[src/rtl/noc_pkg.sv]
// Shared NoC definitions: flit layout, route codes, flit types and XY routing.
package noc_pkg;

  localparam int FLIT_W  = 16;

  localparam int TYPE_MSB = 15;
  localparam int TYPE_LSB = 14;
  localparam int DX_MSB   = 13;
  localparam int DX_LSB   = 11;
  localparam int DY_MSB   = 10;
  localparam int DY_LSB   = 8;

  typedef enum logic [2:0] {
    ROUTE_N    = 3'b000,
    ROUTE_S    = 3'b001,
    ROUTE_E    = 3'b010,
    ROUTE_W    = 3'b011,
    ROUTE_L    = 3'b100,
    ROUTE_NONE = 3'b111
  } route_e;

  typedef enum logic [1:0] {
    FT_BODY   = 2'b00,
    FT_HEAD   = 2'b01,
    FT_TAIL   = 2'b10,
    FT_SINGLE = 2'b11
  } flit_type_e;

  // Dimension-ordered routing: settle X first, then Y (Y grows northward).
  function automatic route_e xy_route(input logic [2:0] dx, input logic [2:0] dy,
                                      input logic [2:0] myX, input logic [2:0] myY);
    route_e r;
    if (dx > myX)      r = ROUTE_E;
    else if (dx < myX) r = ROUTE_W;
    else if (dy > myY) r = ROUTE_N;
    else if (dy < myY) r = ROUTE_S;
    else               r = ROUTE_L;
    return r;
  endfunction

endpackage

[src/rtl/flit_fifo.sv]
// Small circular-buffer FIFO holding flits for one router input port.
// The read port shows the head entry combinationally and reads zero when empty.
module flit_fifo #(
  parameter int WIDTH = 16,
  parameter int DEPTH = 4
) (
  input  logic                   clk,
  input  logic                   rst_n,
  input  logic                   i_push,
  input  logic [WIDTH-1:0]       i_wdata,
  input  logic                   i_pop,
  output logic [WIDTH-1:0]       o_rdata,
  output logic                   o_full,
  output logic                   o_empty,
  output logic [$clog2(DEPTH):0] o_count
);

  localparam int AW = $clog2(DEPTH);
  localparam int CW = AW + 1;

  logic [WIDTH-1:0] r_mem [DEPTH];
  logic [AW-1:0]    r_wrPtr;
  logic [AW-1:0]    r_rdPtr;
  logic [CW-1:0]    r_count;
  logic             w_doPush;
  logic             w_doPop;

  assign o_full   = (r_count == CW'(DEPTH));
  assign o_empty  = (r_count == '0);
  assign o_count  = r_count;
  assign o_rdata  = o_empty ? '0 : r_mem[r_rdPtr];
  assign w_doPush = i_push & ~o_full;
  assign w_doPop  = i_pop & ~o_empty;

  // Storage array needs no reset; the empty flag masks stale contents.
  always_ff @(posedge clk) begin
    if (w_doPush) r_mem[r_wrPtr] <= i_wdata;
  end

  // Pointers wrap naturally at DEPTH (power of two); count tracks occupancy.
  always_ff @(posedge clk or negedge rst_n) begin
    if (!rst_n) begin
      r_wrPtr <= '0;
      r_rdPtr <= '0;
      r_count <= '0;
    end else begin
      if (w_doPush) r_wrPtr <= r_wrPtr + 1'b1;
      if (w_doPop)  r_rdPtr <= r_rdPtr + 1'b1;
      case ({w_doPush, w_doPop})
        2'b10:   r_count <= r_count + 1'b1;
        2'b01:   r_count <= r_count - 1'b1;
        default: r_count <= r_count;
      endcase
    end
  end

endmodule

[src/rtl/input_port_router.sv]
// Router input port: buffers incoming flits, computes the XY route from each
// head flit and holds that route for the whole wormhole packet.
module input_port_router
  import noc_pkg::*;
#(
  parameter int DEPTH = 4,
  parameter int X_ID  = 0,
  parameter int Y_ID  = 0
) (
  input  logic              clk,
  input  logic              rst_n,
  input  logic [FLIT_W-1:0] data_i,
  input  logic              valid_i,
  output logic              ready_o,
  output logic [FLIT_W-1:0] data_o,
  output logic [2:0]        address_route_o,
  output logic              req_o,
  input  logic              grant_i,
  output logic              err_o
);

  localparam int CW = $clog2(DEPTH) + 1;
  localparam logic [2:0] MY_X = 3'(X_ID);
  localparam logic [2:0] MY_Y = 3'(Y_ID);

  localparam logic [1:0] S_IDLE   = 2'd0;
  localparam logic [1:0] S_ROUTE  = 2'd1;
  localparam logic [1:0] S_ACTIVE = 2'd2;

  logic [1:0]        r_state;
  logic [1:0]        w_nextState;
  route_e            r_route;
  logic              r_err;
  logic              w_full;
  logic              w_empty;
  logic [CW-1:0]     w_count;
  logic [FLIT_W-1:0] w_head;
  flit_type_e        w_headType;
  logic              w_push;
  logic              w_pop;
  logic              w_xfer;
  logic              w_orphan;
  logic              w_isStart;
  logic              w_isLast;

  flit_fifo #(
    .WIDTH (FLIT_W),
    .DEPTH (DEPTH)
  ) u_fifo (
    .clk     (clk),
    .rst_n   (rst_n),
    .i_push  (w_push),
    .i_wdata (data_i),
    .i_pop   (w_pop),
    .o_rdata (w_head),
    .o_full  (w_full),
    .o_empty (w_empty),
    .o_count (w_count)
  );

  // Ready comes only from the registered occupancy, so a full FIFO refuses a
  // push even in a cycle where it also pops.
  assign ready_o    = (w_count != CW'(DEPTH));
  assign w_push     = valid_i & ~w_full;
  assign w_headType = flit_type_e'(w_head[TYPE_MSB:TYPE_LSB]);
  assign w_isStart  = (w_headType == FT_HEAD) || (w_headType == FT_SINGLE);
  assign w_isLast   = (w_headType == FT_TAIL) || (w_headType == FT_SINGLE);
  assign req_o      = (r_state == S_ACTIVE) && !w_empty;
  assign w_xfer     = req_o & grant_i;
  assign w_orphan   = (r_state == S_IDLE) && !w_empty && !w_isStart;
  assign w_pop      = w_xfer | w_orphan;

  assign data_o          = w_head;
  assign address_route_o = r_route;
  assign err_o           = r_err;

  // Packet framing: wait for a head, spend one cycle routing, then forward until the tail leaves.
  always_comb begin
    w_nextState = r_state;
    case (r_state)
      S_IDLE:   if (!w_empty && w_isStart) w_nextState = S_ROUTE;
      S_ROUTE:  w_nextState = S_ACTIVE;
      S_ACTIVE: if (w_xfer && w_isLast) w_nextState = S_IDLE;
      default:  w_nextState = S_IDLE;
    endcase
  end

  // State register plus the held route code and the registered orphan-drop pulse.
  always_ff @(posedge clk or negedge rst_n) begin
    if (!rst_n) begin
      r_state <= S_IDLE;
      r_route <= ROUTE_NONE;
      r_err   <= 1'b0;
    end else begin
      r_state <= w_nextState;
      r_err   <= w_orphan;
      if (r_state == S_ROUTE)
        r_route <= xy_route(w_head[DX_MSB:DX_LSB], w_head[DY_MSB:DY_LSB], MY_X, MY_Y);
      else if (w_xfer && w_isLast)
        r_route <= ROUTE_NONE;
    end
  end

endmodule
[config.mk]
export PLATFORM = sky130hd
export DESIGN_NAME = input_port_router
export DESIGN_NICKNAME = d
export VERILOG_FILES = /design/src/rtl/noc_pkg.sv /design/src/rtl/flit_fifo.sv /design/src/rtl/input_port_router.sv
export SDC_FILE = /design/constraint.sdc
export NUM_CORES = 1
export LEC_CHECK = 0
export CAP_MARGIN = 20
export CORE_ASPECT_RATIO = 1.1
export CORE_MARGIN = 4
export CORE_UTILIZATION = 45
export CTS_CLUSTER_DIAMETER = 60
export DETAILED_ROUTE_END_ITERATION = 10
export PLACE_DENSITY = 0.71
export SETUP_SLACK_MARGIN = 0.3
export SLEW_MARGIN = 20
export SYNTH_ARGS = -nofsm -noshare
export SYNTH_HDL_FRONTEND = slang
export SYNTH_SLANG_ARGS = --single-unit
[constraint.sdc]
create_clock -name clk -period 3.1 [get_ports clk]
set_input_delay 0.465 -clock clk [delete_from_list [all_inputs] [get_ports clk]]
set_output_delay 0.465 -clock clk [all_outputs]
set_load 0.01 [all_outputs]
==> run_results.csv <==
group,metric,value,unit
sta,timing.slew.headroom,0.595,
global_routing,grt_antenna_before_repair,0,
worst_setup_path,worstPathArrival,2180,ps
logic_synthesis,mappedNetlistNets,190,
finish,design.final.nets,244,
sta,fin_crit_sh,0.853,
sta,skew_final,5.92,ps
logic_synthesis,netlist-cell-type-count,30,
routing,route.antenna.remaining_nets,0,
routing,via_count,1563,
logic_synthesis,ys_seq_elements,77,
global_routing,global_route.usage.total,0.143,
clocking,htree_levels,3,
floorplan,die_width,87.6,um
clocking,clkSlewWorstSetupHoldPaths,70,ps
clocking,cts.sink_count,77,
routing,drt_pass1_iterations,7,
floorplan,placement_rows,31,
place,place.port_buffers,41,
sta,final_hold_vio_count,0,
global_routing,grt_start_max_net_pins,18,
sta,post-route-min-period,2640,ps
global_routing,wire_length_of_the_first_global_routing_pass,8600,um
routing,finalWirelength,5280,um
place,detailed_place_hpwl,3460,um
routing,viasPerCell,5.16,
power_and_ir_drop,vdd.ir_drop.worst,0.665,mV
worst_setup_path,worst-r2r-setup-slack,490,ps
logic_synthesis,synth-async-reset-ratio,0.169,
logic_synthesis,seq_area_frac_synth,0.718,
finish,mostFrequentLayoutCells,"edfxtp_1, clkdlybuf4s50_1, nor2b_1",
hold_path,worstHoldPathCells,2,
worst_setup_path,r2r.worst_path.cells,8,
finish,commonest_non_fill_non_tap_cell_in_the_layout,"edfxtp_1",
place,globalplace.congestion,0.713,
logic_synthesis,synth.cell_area,3130,sq um
clocking,cts_root_buf,"clkbuf_8",
routing,drc,0,
global_routing,grt_pass1_vias,1720,
sta,timing_worst_slew_pin_value,605,ps
outcome,result_of_the_run,"complete, no violations",
sta,report.final.slew_viol_count,0,
worst_setup_path,cp-start-kind,"flip-flop",
power_and_ir_drop,power_density,984,nW/um^2
hold_path,hold_path.class,"flip-flop to flip-flop",
flow_run,max_cap_violations,0,
logic_synthesis,post_synth_inst_count,164,
logic_synthesis,warnings_synthesis,0,
clocking,cts_tree,"yes",
sta,setup_ws,456,ps
floorplan,core_outline_area,6670,sq um
clocking,insertion_delay,320,ps
floorplan,io_pins,42,
sta,max_freq,378,MHz
power_and_ir_drop,leakage_dissipation,1.38,nW
sta,grt_setup_unrepaired,"false",
worst_setup_path,critical_path_data_required_time,2630,ps
logic_synthesis,synth-edff-count,64,
floorplan,fp.dieArea,8370,sq um
floorplan,die_h,95.5,um
finish,drive_above_1_share,0.167,
finish,antenna_cells,0,
floorplan,initial_core_util,0.470,
logic_synthesis,syn-mean-instance-area,19.1,sq um
routing,drt_first_iter_violations,100,
global_routing,globalRoute.totalOverflow,0,
clocking,post_cts_buffers,0,
worst_setup_path,worstSetupEndpointType,"output pin",
worst_setup_path,crit_path_max_fanout,17,
clocking,cts-root-to-sink-buffers,2,
sta,fin_setup_tns,0,ps
logic_synthesis,dominant_synthesized_flop_cell,"edfxtp_1",
place,post-place-ws,495,ps
sta,timing.final.setup_violations,0,
worst_setup_path,crit-reg2reg-launch,"u_fifo.r_rdPtr[0]",
clocking,cts_buffers,9,
finish,area.growth.synth_to_final,23.2,%
hold_path,hp-start,"address_route_o[0]",
worst_setup_path,rr_endpoint,"u_fifo.o_count[2]",
worst_setup_path,setup.worst_path.class,"flip-flop to output pin",
routing,avgRoutedWirePerCell,17.4,um
hold_path,hold_path_end,"address_route_o[0]",
==> metrics by stage <==
stage	util	hold WS [ps]	cells	instance area, sq um	power (W)
4_1_cts	0.578	502	303	3850	0.00384
5_1_grt	0.579	544	303	3860	0.00407
6_report	0.579	501	303	3860	0.00380
2_1_floorplan	-	169	164	3130	0.00248
3_3_place_gp	0.552	489	289	3680	0.00314
3_5_place_dp	0.552	489	289	3680	0.00316
==> power breakdown <==
| part | switching, W | internal (W) | total [W] |
|---|---|---|---|
| Combinational | 0.000737 | 0.000881 | 0.00162 |
| Sequential | 0.000102 | 0.00141 | 0.00151 |
| Clock | 0.000308 | 0.000360 | 0.000668 |
==> worst max path at each step <==
stage	slack [ps]	endpoint	from
3_3_place_gp	540	u_fifo.o_count[2]	grant_i
4_1_cts	360	data_o[9]	u_fifo.r_rdPtr[0]
2_1_floorplan	550	u_fifo.o_count[2]	u_fifo.r_rdPtr[0]
5_1_grt	330	data_o[10]	u_fifo.r_rdPtr[0]
6_report	460	data_o[15]	u_fifo.r_rdPtr[0]
3_5_place_dp	500	u_fifo.o_count[2]	grant_i
==> logic make-up (layout without fill, tap and decap cells) <==
kind of cell	Yosys count	in the layout	synth area share
XOR/XNOR	6	6	0.0168
flip-flops	77	77	0.718
multiplexers	18	18	0.129
AO/OA/AOI/OAI	4	4	0.0148
adder cells (fa/ha/maj)	6	6	0.0263
buffers and inverters	13	70	0.0188
AND/OR/NAND/NOR	40	40	0.0762
==> layer usage <==
layer  up-vias  part of all wire  track usage
met5         -                 0            0
met4         0            0.0091       0.0614
met3         6             0.056       0.0389
met2        43              0.50        0.235
met1       772              0.43        0.179
li1        742                 -            -
==> repair_timing <==
action	4_1_cts	5_1_grt
hold buffers	0	0
resized for setup	1	2
endpoints found under the setup margin	3	6
pin swaps	0	0
==> worst max-delay path, stage by stage (launching register included) <==
cell             delay [ps]
dfrtp_1                 410
buf_12                  200
mux4_1                  610
nor2b_1                 150
clkdlybuf4s50_1         470
==> layout make-up <==
cell class	count	area, sq um
Sequential cell	77	2250
Clock buffer	11	131
Clock inverter	3	38.8
Tap cell	82	103
Fill cell	523	2810
Timing Repair Buffer	49	483
Multi-Input combinational cell	74	830
Inverter	7	26.3
==> cell usage after synthesis, types with 2 or more instances <==
cell      instances  area, sq um
nor2_1            5         18.8
clkbuf_1          3         11.3
buf_2             2         10.0
nand2b_1          2         12.5
and3_1            4         25.0
nor3_1            5         25.0
dfstp_2           3         78.8
dfrtp_1          10          250
inv_1             7         26.3
edfxtp_1         64         1920
nor2b_1          18          113
mux4_2           10          225
ha_1              5         62.6
xnor2_1           3         26.3
xor2_1            3         26.3
mux4_1            6          158
==> flip-flops by register name, summed over array words and instances (netlist names) <==
signal,count
err_o,1
r_state,2
u_fifo.r_mem,64
u_fifo.r_wrPtr,2
u_fifo.r_rdPtr,2
u_fifo.o_count,3
address_route_o,3
Note: power is estimated with default switching activity, not from simulation.
